File: config.mk
export PLATFORM = sky130hd
export DESIGN_NAME = top_data_sm
export DESIGN_NICKNAME = d
export VERILOG_FILES = /design/src/rtl/top_data_sm.sv
export SDC_FILE = /design/constraint.sdc
export NUM_CORES = 1
export LEC_CHECK = 0
export ABC_CLOCK_PERIOD_IN_PS = 6100
export BUFFER_PORTS_ARGS = -buffer_cell sky130_fd_sc_hd__buf_4
export CAP_MARGIN = 20
export CORE_UTILIZATION = 36
export CTS_CLUSTER_DIAMETER = 60
export CTS_CLUSTER_SIZE = 14
export DETAILED_ROUTE_END_ITERATION = 8
export GPL_TIMING_DRIVEN = 0
export HOLD_SLACK_MARGIN = 0.02
export PLACE_DENSITY_LB_ADDON = 0.3
export SETUP_SLACK_MARGIN = 0.2
export SYNTH_ARGS = -nofsm -noshare
export SYNTH_HDL_FRONTEND = slang
export SYNTH_SLANG_ARGS = --single-unit
File: constraint.sdc
create_clock -name in_Clk -period 6.1 [get_ports in_Clk]
set_clock_uncertainty 0.15 [all_clocks]
set_input_delay 0.305 -clock in_Clk [delete_from_list [all_inputs] [get_ports in_Clk]]
set_output_delay 0.305 -clock in_Clk [all_outputs]
set_load 0.05 [all_outputs]
File: src/rtl/top_data_sm.sv
// Keypad command interpreter: parses "motor SPACE direction angle terminator"
// and drives the selected stepper's full-step phase pattern, one step per degree.
module top_data_sm #(
    parameter int STEP_DIV  = 50000,
    parameter int MAX_ANGLE = 360
) (
    input  logic       in_Clk,
    input  logic       in_Rst,
    input  logic       i_ena,
    input  logic [3:0] i_data_dec,
    output logic       out_led_ini,
    output logic [3:0] out_Motor_PWM_A,
    output logic [3:0] out_Motor_PWM_B,
    output logic [3:0] out_Motor_PWM_C,
    output logic [3:0] out_Motor_PWM_D
);

    localparam int              DIV_W     = (STEP_DIV > 1) ? $clog2(STEP_DIV) : 1;
    localparam logic [DIV_W-1:0] DIV_LAST = DIV_W'(STEP_DIV - 1);
    localparam logic [9:0]      ANGLE_MAX = 10'(MAX_ANGLE);

    localparam logic [3:0] K_SPACE = 4'd10;
    localparam logic [3:0] K_ENTER = 4'd11;
    localparam logic [3:0] K_FWD   = 4'd12;
    localparam logic [3:0] K_BWD   = 4'd13;

    typedef enum logic [2:0] {IDLE, MOTOR, SEP, DIR, ANGLE, RUN} state_t;

    state_t           state_q, state_d;
    logic             ena_q;
    logic [2:0]       motor_q, motor_d;
    logic             dir_q, dir_d;          // 1 = backward
    logic [9:0]       angle_q, angle_d;
    logic [1:0]       count_q, count_d;
    logic [9:0]       steps_q, steps_d;
    logic [1:0]       phase_q, phase_d;
    logic [DIV_W-1:0] div_q, div_d;
    logic             led_d;
    logic [3:0]       pwm_a_d, pwm_b_d, pwm_c_d, pwm_d_d;
    logic [3:0]       pattern;

    logic key_stb;
    logic is_digit;
    assign key_stb  = i_ena & ~ena_q;
    assign is_digit = (i_data_dec <= 4'd9);

    // NOTE: reset is synchronous, so it only lands on a clock edge; every
    // register (including all outputs) returns to its idle value together.
    always_ff @(posedge in_Clk) begin
        if (in_Rst) begin
            state_q         <= IDLE;
            ena_q           <= 1'b0;
            motor_q         <= '0;
            dir_q           <= 1'b0;
            angle_q         <= '0;
            count_q         <= '0;
            steps_q         <= '0;
            phase_q         <= '0;
            div_q           <= '0;
            out_led_ini     <= 1'b1;
            out_Motor_PWM_A <= '0;
            out_Motor_PWM_B <= '0;
            out_Motor_PWM_C <= '0;
            out_Motor_PWM_D <= '0;
        end else begin
            // NOTE: non-blocking assignments keep every register sampling the
            // pre-edge values, independent of statement order.
            state_q         <= state_d;
            ena_q           <= i_ena;
            motor_q         <= motor_d;
            dir_q           <= dir_d;
            angle_q         <= angle_d;
            count_q         <= count_d;
            steps_q         <= steps_d;
            phase_q         <= phase_d;
            div_q           <= div_d;
            out_led_ini     <= led_d;
            out_Motor_PWM_A <= pwm_a_d;
            out_Motor_PWM_B <= pwm_b_d;
            out_Motor_PWM_C <= pwm_c_d;
            out_Motor_PWM_D <= pwm_d_d;
        end
    end

    always_comb begin
        logic clear;
        // NOTE: every combinationally assigned signal gets a default first so
        // no path through the case statement can infer a latch.
        clear   = 1'b0;
        state_d = state_q;
        motor_d = motor_q;
        dir_d   = dir_q;
        angle_d = angle_q;
        count_d = count_q;
        steps_d = steps_q;
        phase_d = phase_q;
        div_d   = div_q;

        case (state_q)
            IDLE: begin
                if (key_stb && i_data_dec >= 4'd1 && i_data_dec <= 4'd4) begin
                    motor_d = i_data_dec[2:0];
                    state_d = MOTOR;
                end
            end
            MOTOR: begin
                if (key_stb) begin
                    if (i_data_dec == K_SPACE) state_d = SEP;
                    else                       clear   = 1'b1;
                end
            end
            SEP: begin
                if (key_stb) begin
                    if (i_data_dec == K_FWD || i_data_dec == K_BWD) begin
                        dir_d   = (i_data_dec == K_BWD);
                        state_d = DIR;
                    end else begin
                        clear = 1'b1;
                    end
                end
            end
            DIR: begin
                if (key_stb) begin
                    if (is_digit) begin
                        angle_d = {6'd0, i_data_dec};
                        count_d = 2'd1;
                        state_d = ANGLE;
                    end else begin
                        clear = 1'b1;
                    end
                end
            end
            ANGLE: begin
                if (key_stb) begin
                    if (is_digit) begin
                        if (count_q < 2'd3) begin
                            angle_d = angle_q * 10'd10 + {6'd0, i_data_dec};
                            count_d = count_q + 2'd1;
                        end else begin
                            clear = 1'b1;
                        end
                    end else if (i_data_dec == K_ENTER || i_data_dec == K_SPACE) begin
                        // Zero or oversize angles both end in IDLE with fields cleared.
                        if (angle_q > ANGLE_MAX || angle_q == 10'd0) begin
                            clear = 1'b1;
                        end else begin
                            steps_d = angle_q;
                            phase_d = 2'd0;
                            div_d   = '0;
                            state_d = RUN;
                        end
                    end else begin
                        clear = 1'b1;
                    end
                end
            end
            RUN: begin
                if (div_q == DIV_LAST) begin
                    div_d   = '0;
                    phase_d = phase_q + 2'd1;
                    steps_d = steps_q - 10'd1;
                    if (steps_q == 10'd1) clear = 1'b1;
                end else begin
                    div_d = div_q + 1'b1;
                end
            end
            default: clear = 1'b1;
        endcase

        if (clear) begin
            state_d = IDLE;
            motor_d = '0;
            dir_d   = 1'b0;
            angle_d = '0;
            count_d = '0;
        end
    end

    // Outputs are computed from the next state so they change on the same edge.
    always_comb begin
        pattern = dir_d ? (4'b0001 << phase_d) : (4'b1000 >> phase_d);
        led_d   = (state_d == IDLE);
        pwm_a_d = '0;
        pwm_b_d = '0;
        pwm_c_d = '0;
        pwm_d_d = '0;
        if (state_d == RUN) begin
            case (motor_d)
                3'd1:    pwm_a_d = pattern;
                3'd2:    pwm_b_d = pattern;
                3'd3:    pwm_c_d = pattern;
                3'd4:    pwm_d_d = pattern;
                default: ;
            endcase
        end
    end

endmodule

Word-level counts from Yosys, hierarchy flattened
Index checks and enable logic that the tools add are counted.

word-level totals
  flip-flop bits (word level) = 65
  input port bits = 7
  output and inout port bits = 17
  logic and storage cells = 142

cells by class
  add/sub/neg operators = 5
  multipliers = 1
  $lt $le $gt $ge = 5
  equal/unequal tests = 25
  shift operators = 2
  multiplexer cells = 65
  bitwise operators = 7
  reductions and logical operators = 18

operators by type and width
  operator               number
  $mux 10                10
  $mux 16                5
  $mux 3                 15
  $pmux 10 s2            2
  $pmux 16 s2            1
  $mux 2                 10
  $ne 2x2->1 const B     9
  $mux 1                 17
  $add 16x1->16 const B  1
  $eq 16x16->1 const B   1
  $eq 4x4->1 const B     4
  $pmux 3 s5             1
  $eq 3x2->1 const B     4
  $eq 3x3->1 const B     4
  $reduce_and 6->1       2
  $reduce_or 3->1        4
  $add 10x4->10          1
  $eq 10x1->1 const B    1
  $gt 10x9->1 const B    1
  $logic_not 10->1       1
  $mul 10x3->9 const B   1
  $sub 10x1->10 const B  1
  $pmux 2 s2             2
  $eq 3x1->1 const B     2
  17 further kinds       28

Logic depth before layout (Yosys ltp)
Gate-level depths: netlist (run 1).

  word-level depth = 11
  depth in mapped cells = 11
  depth with buffers taken out = 11

Least setup slack after synthesis (run 1)
No wires, ideal clock.

  path type = reg2reg
  start point = register steps_q[0]
  end point = register out_Motor_PWM_A[0]
  setup time = 0.128 ns
  arrival = 2.181 ns
  required time = 5.822 ns
  path slack = 3.641 ns
  cell stages (with the launch flop) = 10
  buffers on the path = 1
  period minus slack after synthesis = 2.459 ns
  cell sequence = dfxtp_1 -> ha_1 -> or4b_2 -> nor4_4 -> a22oi_2 -> o211a_1 -> buf_6 -> mux2i_1 -> a311oi_2 -> nor2_1

on the way
  word-level cells in the longest chain between the ends = 8
  elaborated cells between the ends (all ways) = 13
  classes of those cells = 3 x eq/ne; 7 x mux; 2 x bitwise; 1 x reduce/logical

ends and longest elaborated chain
  what                                             RTL line  text
  start: declaration                               35        logic [9:0] steps_q, steps_d;
  start signal: assignment                         74        steps_q <= steps_d;
  $eq 10x1->1 (*)                                  162       if (steps_q == 10'd1) clear = 1'b1;
  $mux 1 (*)                                       162
  $mux 1 (*)                                       158       if (div_q == DIV_LAST) begin
  $pmux 1 s6 (*)                                   99        case (state_q)
  $mux 3                                           170       if (clear) begin
  $eq 3x1->1 / $eq 3x3->1 (equally long branches)  188, 187
  $not 1->1 (no line)                              n/a
  $reduce_or 3->1 (no line)                        n/a
  end signal: assignment                           78        out_Motor_PWM_A <= pwm_a_d;
  end: declaration                                 12        output logic [3:0] out_Motor_PWM_A,

Mark *: on every way between the ends. The rest lies on a longest branch, timed or not.
A chain may end at the register's enable or synchronous reset.

Worst setup path after layout (run 1)
Ends and elaborated chain as after synthesis.

==> results of run 1 <==
## registers in the layout (all words and copies together), names as in the netlist, 2 cells and up
register	flops
angle_q	10
count_q	2
div_q	16
motor_q	3
out_Motor_PWM_A	4
out_Motor_PWM_B	4
out_Motor_PWM_C	4
out_Motor_PWM_D	4
phase_q	2
state_q	3
steps_q	10
## worst reg2reg max path: stages, from the launching register on
cell	delay, ns
dfxtp_1	0.42
ha_1	0.18
or4b_2	0.62
nor4_4	0.20
a22oi_2	0.11
o211a_1	0.17
buf_6	0.15
mux2i_1	0.14
a311oi_2	0.40
nor2_1	0.08
## worst paths after layout
check	to	slack [ns]	cells after the start
setup / recovery	out_Motor_PWM_A[0]	3.36	9
hold / removal	ena_q	0.06	2
setup reg to reg	out_Motor_PWM_A[0]	3.36	9
hold reg to reg	count_q[1]	0.31	2
## final cells by class
cell class	instances	area, um2	share of cell area (%)
plain buffers	24	110	2.59
clock buffers	10	138	3.24
clock inverters	4	45.0	1.06
inverters	12	45.0	1.06
multi-input cells	350	2280	53.6
flip-flops and latches	65	1300	30.6
well taps	133	166	3.92
repair buffers	22	165	3.89
## kinds of logic after synthesis
group	count (synthesis)	synth area share (%)
buffers and inverters	36	4.16
adders and majority gates	20	7.10
xor gates and xnor gates	24	5.63
DFF	65	34.9
and+or+nand+nor	199	28.5
AOI/OAI and AO/OA	100	17.9
muxes	7	1.91
## power breakdown
| group | switching, mW | internal [mW] |
|---|---|---|
| Combinational | 0.0224 | 0.0119 |
| Clock | 0.155 | 0.193 |
| Sequential | 0.000929 | 0.426 |
| Total | 0.179 | 0.631 |
## routing by layer
metal / wire length, um / global-route usage (%) / vias to the layer above
met2: 3850 / 26.1 / 69
met4: 191 / 8.88 / 0
met1: 4080 / 21.2 / 1528
met5: 0 / 0 / -
li1: - / - / 1693
met3: 297 / 2.52 / 17
## per-stage QoR
step	util [%]	hold slack, ns	instance area, um2	instances	setup slack [ns]
2_1_floorplan	-	0.283	3730	451	3.64
3_3_place_gp	41.0	0.293	4070	606	3.40
3_5_place_dp	41.0	0.302	4070	606	3.39
4_1_cts	42.9	0.0482	4250	620	3.37
5_1_grt	42.9	0.0508	4250	620	3.15
6_report	42.9	0.0583	4250	620	3.36
## cells in the final DEF (no fill, tap or decap), types with 5 or more instances in the layout
cell type	n
dfxtp_1	65
nor2_1	63
nand2_1	39
a21oi_1	32
buf_4	22
ha_1	18
o21ai_0	16
clkbuf_1	13
xor2_1	13
nand4_1	12
inv_1	12
xnor2_1	11
nand3_1	11
nor3_1	10
buf_2	10
clkbuf_8	10
a22oi_1	8
nor2b_1	7
a211oi_1	6
mux2i_1	6
and2_1	6
nand2b_1	6
or3_1	5
==> flow_metrics.env, run 1 <==
export IMPL_outcome="finished clean"
export IMPL_firstDrtPassIters=5
export IMPL_cp_buffers_inverters=1
export IMPL_ys_ff_latch=65
export IMPL_vias=3307
export IMPL_cp_max_fo=10
export IMPL_netlist_area_um2=3730
export IMPL_gp_congestion=0.841
export IMPL_worst_pin_slew_ns=0.596
export IMPL_setup_violations=0
export IMPL_p_total_mw=0.810
export IMPL_antenna_left=0
export IMPL_synth_nets=478
export IMPL_ctsResizeCount=0
export IMPL_synth_top_area_cell="dfxtp_1"
export IMPL_dp_hpwl_um=6310
export IMPL_cp_top_family="simple AND/OR/NAND/NOR gates"
export IMPL_ir_drop_mv=0.0812
export IMPL_tns_ns=0
export IMPL_crit_chain="ha_1, or4b_2, nor4_4, a22oi_2, o211a_1, buf_6, mux2i_1, a311oi_2, nor2_1"
export IMPL_grt_pass1_wl_um=14400
export IMPL_globalRouteOverflowTotal=0
export IMPL_via_per_inst=5.33
export IMPL_h_tree_depth=3
export IMPL_port_buffer_count=22
export IMPL_nNetsFinal=511
export IMPL_initial_core_util_pct=37.7
export IMPL_avgSynthCellArea_um2=8.28
export IMPL_std_cell_rows=36
export IMPL_drt_initial_drc_count=135
export IMPL_grt_max_degree=11
export IMPL_clkSinkCount=65
export IMPL_core_area_um2=9910
export IMPL_clock_path_buffers=2
export IMPL_pin_count=24
export IMPL_yosysMostFrequentCell="dfxtp_1"
export IMPL_max_freq_ghz=0.365
export IMPL_cts_made_buffers=9
export IMPL_ys_seq_area_share_pct=34.9
export IMPL_die_w_um=104
export IMPL_cp_slowest_cell="or4b_2"
export IMPL_grtUsageTotal_pct=16.4
export IMPL_synthCells=451
export IMPL_powerDensity_nw_per_um2=191
export IMPL_cp_required_ns=6.16
export IMPL_timing_final_crit_share_pct=44.9
export IMPL_maxCapViolCount=0
export IMPL_fillCellCount=1027
export IMPL_netlist_top_cells_count="dfxtp_1 (65), nor2_1 (63), nand2_1 (39), a21oi_1 (32), ha_1 (18)"
export IMPL_crit_path_end_kind="register"
export IMPL_yosys_warnings=0
export IMPL_synth_edf_count=0
export IMPL_netlist_cell_type_count=63
export IMPL_drive_above_1_share_pct=11.7
export IMPL_wire_per_inst_um=13.6
export IMPL_cts_tree="done"
export IMPL_max_stage_delay_ns=0.62
export IMPL_cts_hold_buf=0
export IMPL_slew_viol_final=0
export IMPL_yosys_top_cells_area="dfxtp_1 (35%), nor2_1 (6.3%), ha_1 (6.0%)"
export IMPL_slew_limit_headroom_pct=59.9
export IMPL_clk_pin_slew_ns=0.07
export IMPL_worstSetupPathType="register to register"
export IMPL_startpoint_type="register"
export IMPL_synthArstFlopShare_pct=0
export IMPL_clockRootBuffer="clkbuf_8"
export IMPL_grt_antenna_before_repair=0
export IMPL_grt_pass1_vias=3105
export IMPL_dieArea_um2=10800
export IMPL_worstReg2RegStart="steps_q[0]"
export IMPL_rsz0062_at_grt="no"
export IMPL_worstPathArrival_ns=2.80
export IMPL_routed_wl_um=8420
export IMPL_post_cts_buffers=0
export IMPL_hp_start="i_ena"
export IMPL_hp_class="primary input to register"
export IMPL_drc=0
export IMPL_synthToLayoutAreaGrowth_pct=13.8
export IMPL_diodes=0
export IMPL_final_hold_viol_count=0
export IMPL_startpoint="steps_q[0]"
export IMPL_fp_dieH_um=104
export IMPL_synth_flop_cell="dfxtp_1"
export IMPL_min_period_ns=2.74
export IMPL_insertion_delay_ns=0.34
export IMPL_p_leak_nw=1.62
export IMPL_yosysTopAreaCellShare_pct=34.9
Note: power is estimated with default switching activity, not from simulation.
==> inputs of run 2 (changes only) <==
- ABC_AREA: not set -> 1
- ABC_CLOCK_PERIOD_IN_PS: 6100 -> 2500
- clock period: 6.1 -> 2.5 ns (I/O delays scaled with it)
==> flow_metrics.env, run 2 <==
export IMPL_swShare_pct=26.2
export IMPL_grt_max_degree=15
export IMPL_nNetsFinal=618
export IMPL_dp_hpwl_um=6580
export IMPL_synth_nets=573
export IMPL_combinationalPowerShare_pct=4.6
export IMPL_grt_pass1_wl_um=15200
export IMPL_final_area_um2=4630
export IMPL_largest_reg_flops=16
export IMPL_dieArea_um2=11000
export IMPL_p_leak_nw=1.88
export IMPL_max_stage_delay_ns=0.38
export IMPL_synth_edf_count=0
export IMPL_die_w_um=105
export IMPL_slew_viol_final=0
export IMPL_p_clk_share_pct=45.9
export IMPL_grt_antenna_before_repair=0
export IMPL_powerDensity_nw_per_um2=452
export IMPL_post_place_ws_ns=-0.0758
export IMPL_timing_final_crit_share_pct=91.1
export IMPL_antenna_left=0
export IMPL_worst_pin_slew_ns=0.514
export IMPL_synthToLayoutAreaGrowth_pct=21.2
export IMPL_clockRootBuffer="clkbuf_8"
export IMPL_initial_core_util_pct=37.0
export IMPL_cp_max_fo=3
export IMPL_fp_dieH_um=105
export IMPL_clk_pin_slew_ns=0.08
export IMPL_final_hold_viol_count=0
export IMPL_grt_pass1_vias=3346
export IMPL_hp_class="primary input to register"
export IMPL_final_core_util_pct=44.9
export IMPL_cts_tree="done"
export IMPL_crit_path_end_kind="register"
export IMPL_synthCells=546
export IMPL_core_area_um2=10300
export IMPL_synth_top_area_cell="dfxtp_1"
export IMPL_clock_path_buffers=2
export IMPL_std_cell_rows=37
export IMPL_cp_top_family="adder cells"
export IMPL_ys_ff_latch=65
export IMPL_drt_initial_drc_count=167
export IMPL_netlist_cell_type_count=44
export IMPL_cp_required_ns=2.65
export IMPL_worstSetupPathType="register to register"
export IMPL_tns_ns=0
export IMPL_max_flop_register="div_q"
export IMPL_gp_congestion=0.866
export IMPL_drc=0
export IMPL_netlist_top_cells_count="nand2_1 (114), nor2_1 (78), inv_1 (71), dfxtp_1 (65), nand3_1 (29)"
export IMPL_p_int_mw=1.55
export IMPL_placed_area_um2=4170
export IMPL_h_tree_depth=3
export IMPL_cp_slowest_cell="fa_2"
export IMPL_final_common_cell="nand2_1"
export IMPL_firstDrtPassIters=4
export IMPL_yosysMostFrequentCell="nand2_1"
export IMPL_yosys_top_cells_area="dfxtp_1 (34%), nand2_1 (11%), nor2_1 (7.7%)"
export IMPL_maxCapViolCount=0
export IMPL_min_period_ns=2.28
export IMPL_rsz0062_at_grt="yes"
export IMPL_worstPathArrival_ns=2.43
export IMPL_crit_chain="ha_4, ha_4, inv_2, fa_2, o21ai_0, xnor2_1, nand3b_1, nor2_1, nor2_1, nand2_1, a21oi_1"
export IMPL_startpoint_type="register"
export IMPL_wire_per_inst_um=12.2
export IMPL_vias=3564
export IMPL_synth_flop_cell="dfxtp_1"
export IMPL_via_per_inst=4.87
export IMPL_routed_wl_um=8940
export IMPL_clkSinkCount=65
export IMPL_p_total_mw=2.09
export IMPL_avgSynthCellArea_um2=7.00
export IMPL_switchingPower_mw=0.548
export IMPL_insertion_delay_ns=0.37
export IMPL_synthArstFlopShare_pct=0
export IMPL_cp_buffers_inverters=1
export IMPL_setup_ws_ns=0.222
export IMPL_grtUsageTotal_pct=17.4
export IMPL_ir_drop_mv=0.276
export IMPL_yosysTopAreaCellShare_pct=34.0
export IMPL_hold_ws_ns=0.116
export IMPL_placedCellCount=705
export IMPL_largestRegisters="div_q (16), angle_q (10), steps_q (10)"
export IMPL_pwr_share_seq_pct=49.5
export IMPL_instances_no_fill=732
export IMPL_setup_violations=0
export IMPL_outcome="finished clean"
export IMPL_final_cell_mix="nand2_1 (110), nor2_1 (78), inv_1 (67)"
export IMPL_globalRouteOverflowTotal=0
export IMPL_cts_made_buffers=9
export IMPL_pin_count=24
export IMPL_max_freq_ghz=0.439
export IMPL_slew_limit_headroom_pct=65.7
export IMPL_diodes=0
export IMPL_port_buffer_count=23
export IMPL_ys_seq_area_share_pct=34.0
export IMPL_netlist_area_um2=3820
export IMPL_yosys_warnings=0
export IMPL_drive_above_1_share_pct=19.8
==> run 2: cell types whose count changed in the layout (fill, tap and decap cells not counted), moves of 11 or more <==
cell / previous run / this run
inv_1: 12 / 67
inv_2: 0 / 11
nand2_1: 39 / 110
nand3_1: 11 / 26
nor2_1: 63 / 78
==> run 2: kinds of logic after synthesis <==
family,after synthesis,share of synthesized area (%)
AND/OR/NAND/NOR,270,32.3
AO/OA/AOI/OAI,91,14.9
buffers and inverters,88,9.13
flip-flops,65,34.0
adder cells (fa/ha/maj),20,6.94
XOR/XNOR,12,2.75
==> run 2: area by class of cell <==
type	count	area [um2]
clock inverters	7	83.8
flip-flops and latches	65	1320
multi-input cells	393	2310
inverters	78	293
fillers	1042	5690
repair buffers	34	278
clock buffers	9	124
plain buffers	10	56.3
well taps	136	170
==> run 2: power groups by stage <==
| stage | combinational (mW) | clock [mW] | sequential (mW) |
|---|---|---|---|
| 2_1_floorplan | 0.0518 | 0 | 1.07 |
| 3_3_place_gp | 0.0863 | 0 | 1.07 |
| 3_5_place_dp | 0.0875 | 0 | 1.07 |
| 4_1_cts | 0.0926 | 0.993 | 1.04 |
| 5_1_grt | 0.104 | 1.04 | 1.04 |
| 6_report | 0.0957 | 0.961 | 1.04 |
==> run 2: metal layers <==
layer | global-route usage [%] | wire (um) | vias up
met2 | 28.1 | 4210 | 53
li1 | - | - | 1874
met3 | 4.62 | 267 | 17
met4 | 7.34 | 188 | 0
met1 | 21.7 | 4280 | 1620
met5 | 0 | 0 | -
==> run 2: repair_timing <==
item / 4_1_cts / 5_1_grt
resized for setup: 18 / 24
buffers inserted: 3 / 4
setup endpoints to repair: 4 / 34
hold buffers: 4 / 0
endpoints found under the hold margin: 9 / 0
pin swaps: 7 / 7
==> run 2: worst reg2reg max path, stage by stage, from the launching register on <==
cell      delay [ns]
dfxtp_4         0.37
ha_4            0.26
ha_4            0.13
inv_2           0.04
fa_2            0.38
o21ai_0         0.26
xnor2_1         0.19
nand3b_1        0.15
nor2_1          0.05
nor2_1          0.08
nand2_1         0.05
a21oi_1         0.11
==> run 2: final timing paths <==
check	startpoint	to	slack (ns)	depth (start not counted)
worst max-delay path	angle_q[3]	angle_q[9]	0.22	11
worst min-delay path	i_data_dec[1]	angle_q[1]	0.12	5
worst max register to register	angle_q[3]	angle_q[9]	0.22	11
worst min register to register	count_q[1]	count_q[1]	0.33	2
==> inputs of run 3 (changes only) <==
- ABC_AREA: 1 -> 0
- CAP_MARGIN: 20 -> 5
==> flow_metrics.env, run 3 (synthesized netlist as in run 1, its figures left out) <==
export IMPL_worst_pin_slew_ns=0.726
export IMPL_clock_path_buffers=2
export IMPL_via_per_inst=5.39
export IMPL_insertion_delay_ns=0.35
export IMPL_fp_dieH_um=104
export IMPL_p_leak_nw=2.02
export IMPL_h_tree_depth=3
export IMPL_outcome="finished clean"
export IMPL_hp_start="i_data_dec[0]"
export IMPL_std_cell_rows=36
export IMPL_largestRegisters="div_q (16), angle_q (10), steps_q (10)"
export IMPL_cp_max_fo=7
export IMPL_grt_pass1_wl_um=15500
export IMPL_worstPathArrival_ns=2.53
export IMPL_grtUsageTotal_pct=17.8
export IMPL_timing_final_crit_share_pct=97.9
export IMPL_dp_hpwl_um=6400
export IMPL_firstDrtPassIters=5
export IMPL_startpoint="steps_q[7]"
export IMPL_hp_class="primary input to register"
export IMPL_min_period_ns=2.45
export IMPL_max_freq_ghz=0.408
export IMPL_grt_antenna_before_repair=0
export IMPL_initial_core_util_pct=37.7
export IMPL_hold_ws_ns=0.0430
export IMPL_cts_tree="done"
export IMPL_clkSinkCount=65
export IMPL_cp_required_ns=2.59
export IMPL_post_place_ws_ns=-0.237
export IMPL_core_area_um2=9910
export IMPL_startpoint_type="register"
export IMPL_routed_wl_um=9880
export IMPL_die_w_um=104
export IMPL_max_flop_register="div_q"
export IMPL_wire_per_inst_um=15.1
export IMPL_tns_ns=0
export IMPL_clockRootBuffer="clkbuf_8"
export IMPL_final_cell_mix="nor2_1 (58), dfxtp_1 (50), buf_4 (47)"
export IMPL_crit_path_end_kind="register"
export IMPL_powerDensity_nw_per_um2=429
export IMPL_drc=0
export IMPL_slew_limit_headroom_pct=51.3
export IMPL_maxCapViolCount=0
export IMPL_grt_pass1_vias=3224
export IMPL_placed_area_um2=4090
export IMPL_grt_max_degree=12
export IMPL_largest_reg_flops=16
export IMPL_rsz0062_at_grt="yes"
export IMPL_drt_initial_drc_count=208
export IMPL_final_area_um2=5170
export IMPL_setup_violations=0
export IMPL_final_hold_viol_count=0
export IMPL_synthToLayoutAreaGrowth_pct=38.6
export IMPL_slew_viol_final=0
export IMPL_dieArea_um2=10800
export IMPL_antenna_left=0
export IMPL_gp_congestion=0.829
export IMPL_diodes=0
export IMPL_setup_ws_ns=0.0515
export IMPL_nNetsFinal=545
export IMPL_p_total_mw=2.22
export IMPL_worstSetupPathType="register to register"
export IMPL_worstReg2RegStart="steps_q[7]"
export IMPL_clk_pin_slew_ns=0.08
export IMPL_drive_above_1_share_pct=33.1
export IMPL_final_common_cell="nor2_1"
export IMPL_cts_made_buffers=9
export IMPL_vias=3530
export IMPL_port_buffer_count=22
export IMPL_globalRouteOverflowTotal=0
export IMPL_pin_count=24
export IMPL_ir_drop_mv=0.232
run 3: cell types whose count changed in the layout (fill, tap and decap cells not counted), moves of 14 or more:
cell	change
nor2_1	-20
o21ai_0	-14
nand2_1	-78
nand3_1	-16
buf_4	+16
inv_1	-57
run 3: report_power, final:
part	internal, mW	switching, mW	leakage, nW
Sequential	1.03	0.00259	0.533
Clock	0.657	0.426	0.109
Combinational	0.0414	0.0615	1.38
Total	1.73	0.490	2.02
run 3: path summary, 6_finish.rpt:
path                   endpoint  slack (ns)  cells after the start
max          out_Motor_PWM_B[0]        0.05                      9
min                  state_q[1]        0.04                      5
min reg2reg          count_q[1]        0.32                      2
max reg2reg  out_Motor_PWM_B[0]        0.05                      9
run 3: worst max-delay path, stage by stage (launching register included):
cell	delay (ns)
dfxtp_2	0.33
or4_4	0.57
nor4_4	0.31
a22oi_2	0.10
o211a_1	0.15
buf_6	0.14
mux2i_2	0.16
a311oi_2	0.21
buf_4	0.17
nor2_1	0.04
run 3: final cells by class:
type / count / area [um2]
clock buffer: 10 / 128
timing repair buffer: 56 / 499
clock inverter: 5 / 105
inverter: 12 / 45.0
buffer: 24 / 179
sequential: 65 / 1340
fill: 894 / 4740
tap: 133 / 166
multi-input combinational: 350 / 2720
run 3: metal layers:
layer / vias up / routed length (um) / track usage (%)
li1: 1768 / - / -
met4: 0 / 139 / 6.02
met1: 1672 / 4500 / 22.8
met5: - / 0 / 0
met3: 12 / 356 / 3.65
met2: 78 / 4880 / 29.9
run 3: repair_timing:
| item | in CTS | in global routing |
|---|---|---|
| setup endpoints to repair | 61 | 58 |
| setup buffers | 20 | 9 |
| gates resized for setup | 65 | 81 |
| hold buffers | 2 | 0 |
| endpoints found under the hold margin | 3 | 0 |
| pin swaps | 31 | 32 |
| cloned | 0 | 3 |
run 3: per-stage QoR:
| step | utilization, % | std cells |
|---|---|---|
| after global routing | 52.2 | 655 |
| after CTS | 48.3 | 643 |
| final | 52.2 | 655 |
| after detailed placement | 41.3 | 606 |
| after global placement | 41.3 | 606 |
| after floorplan | - | 451 |
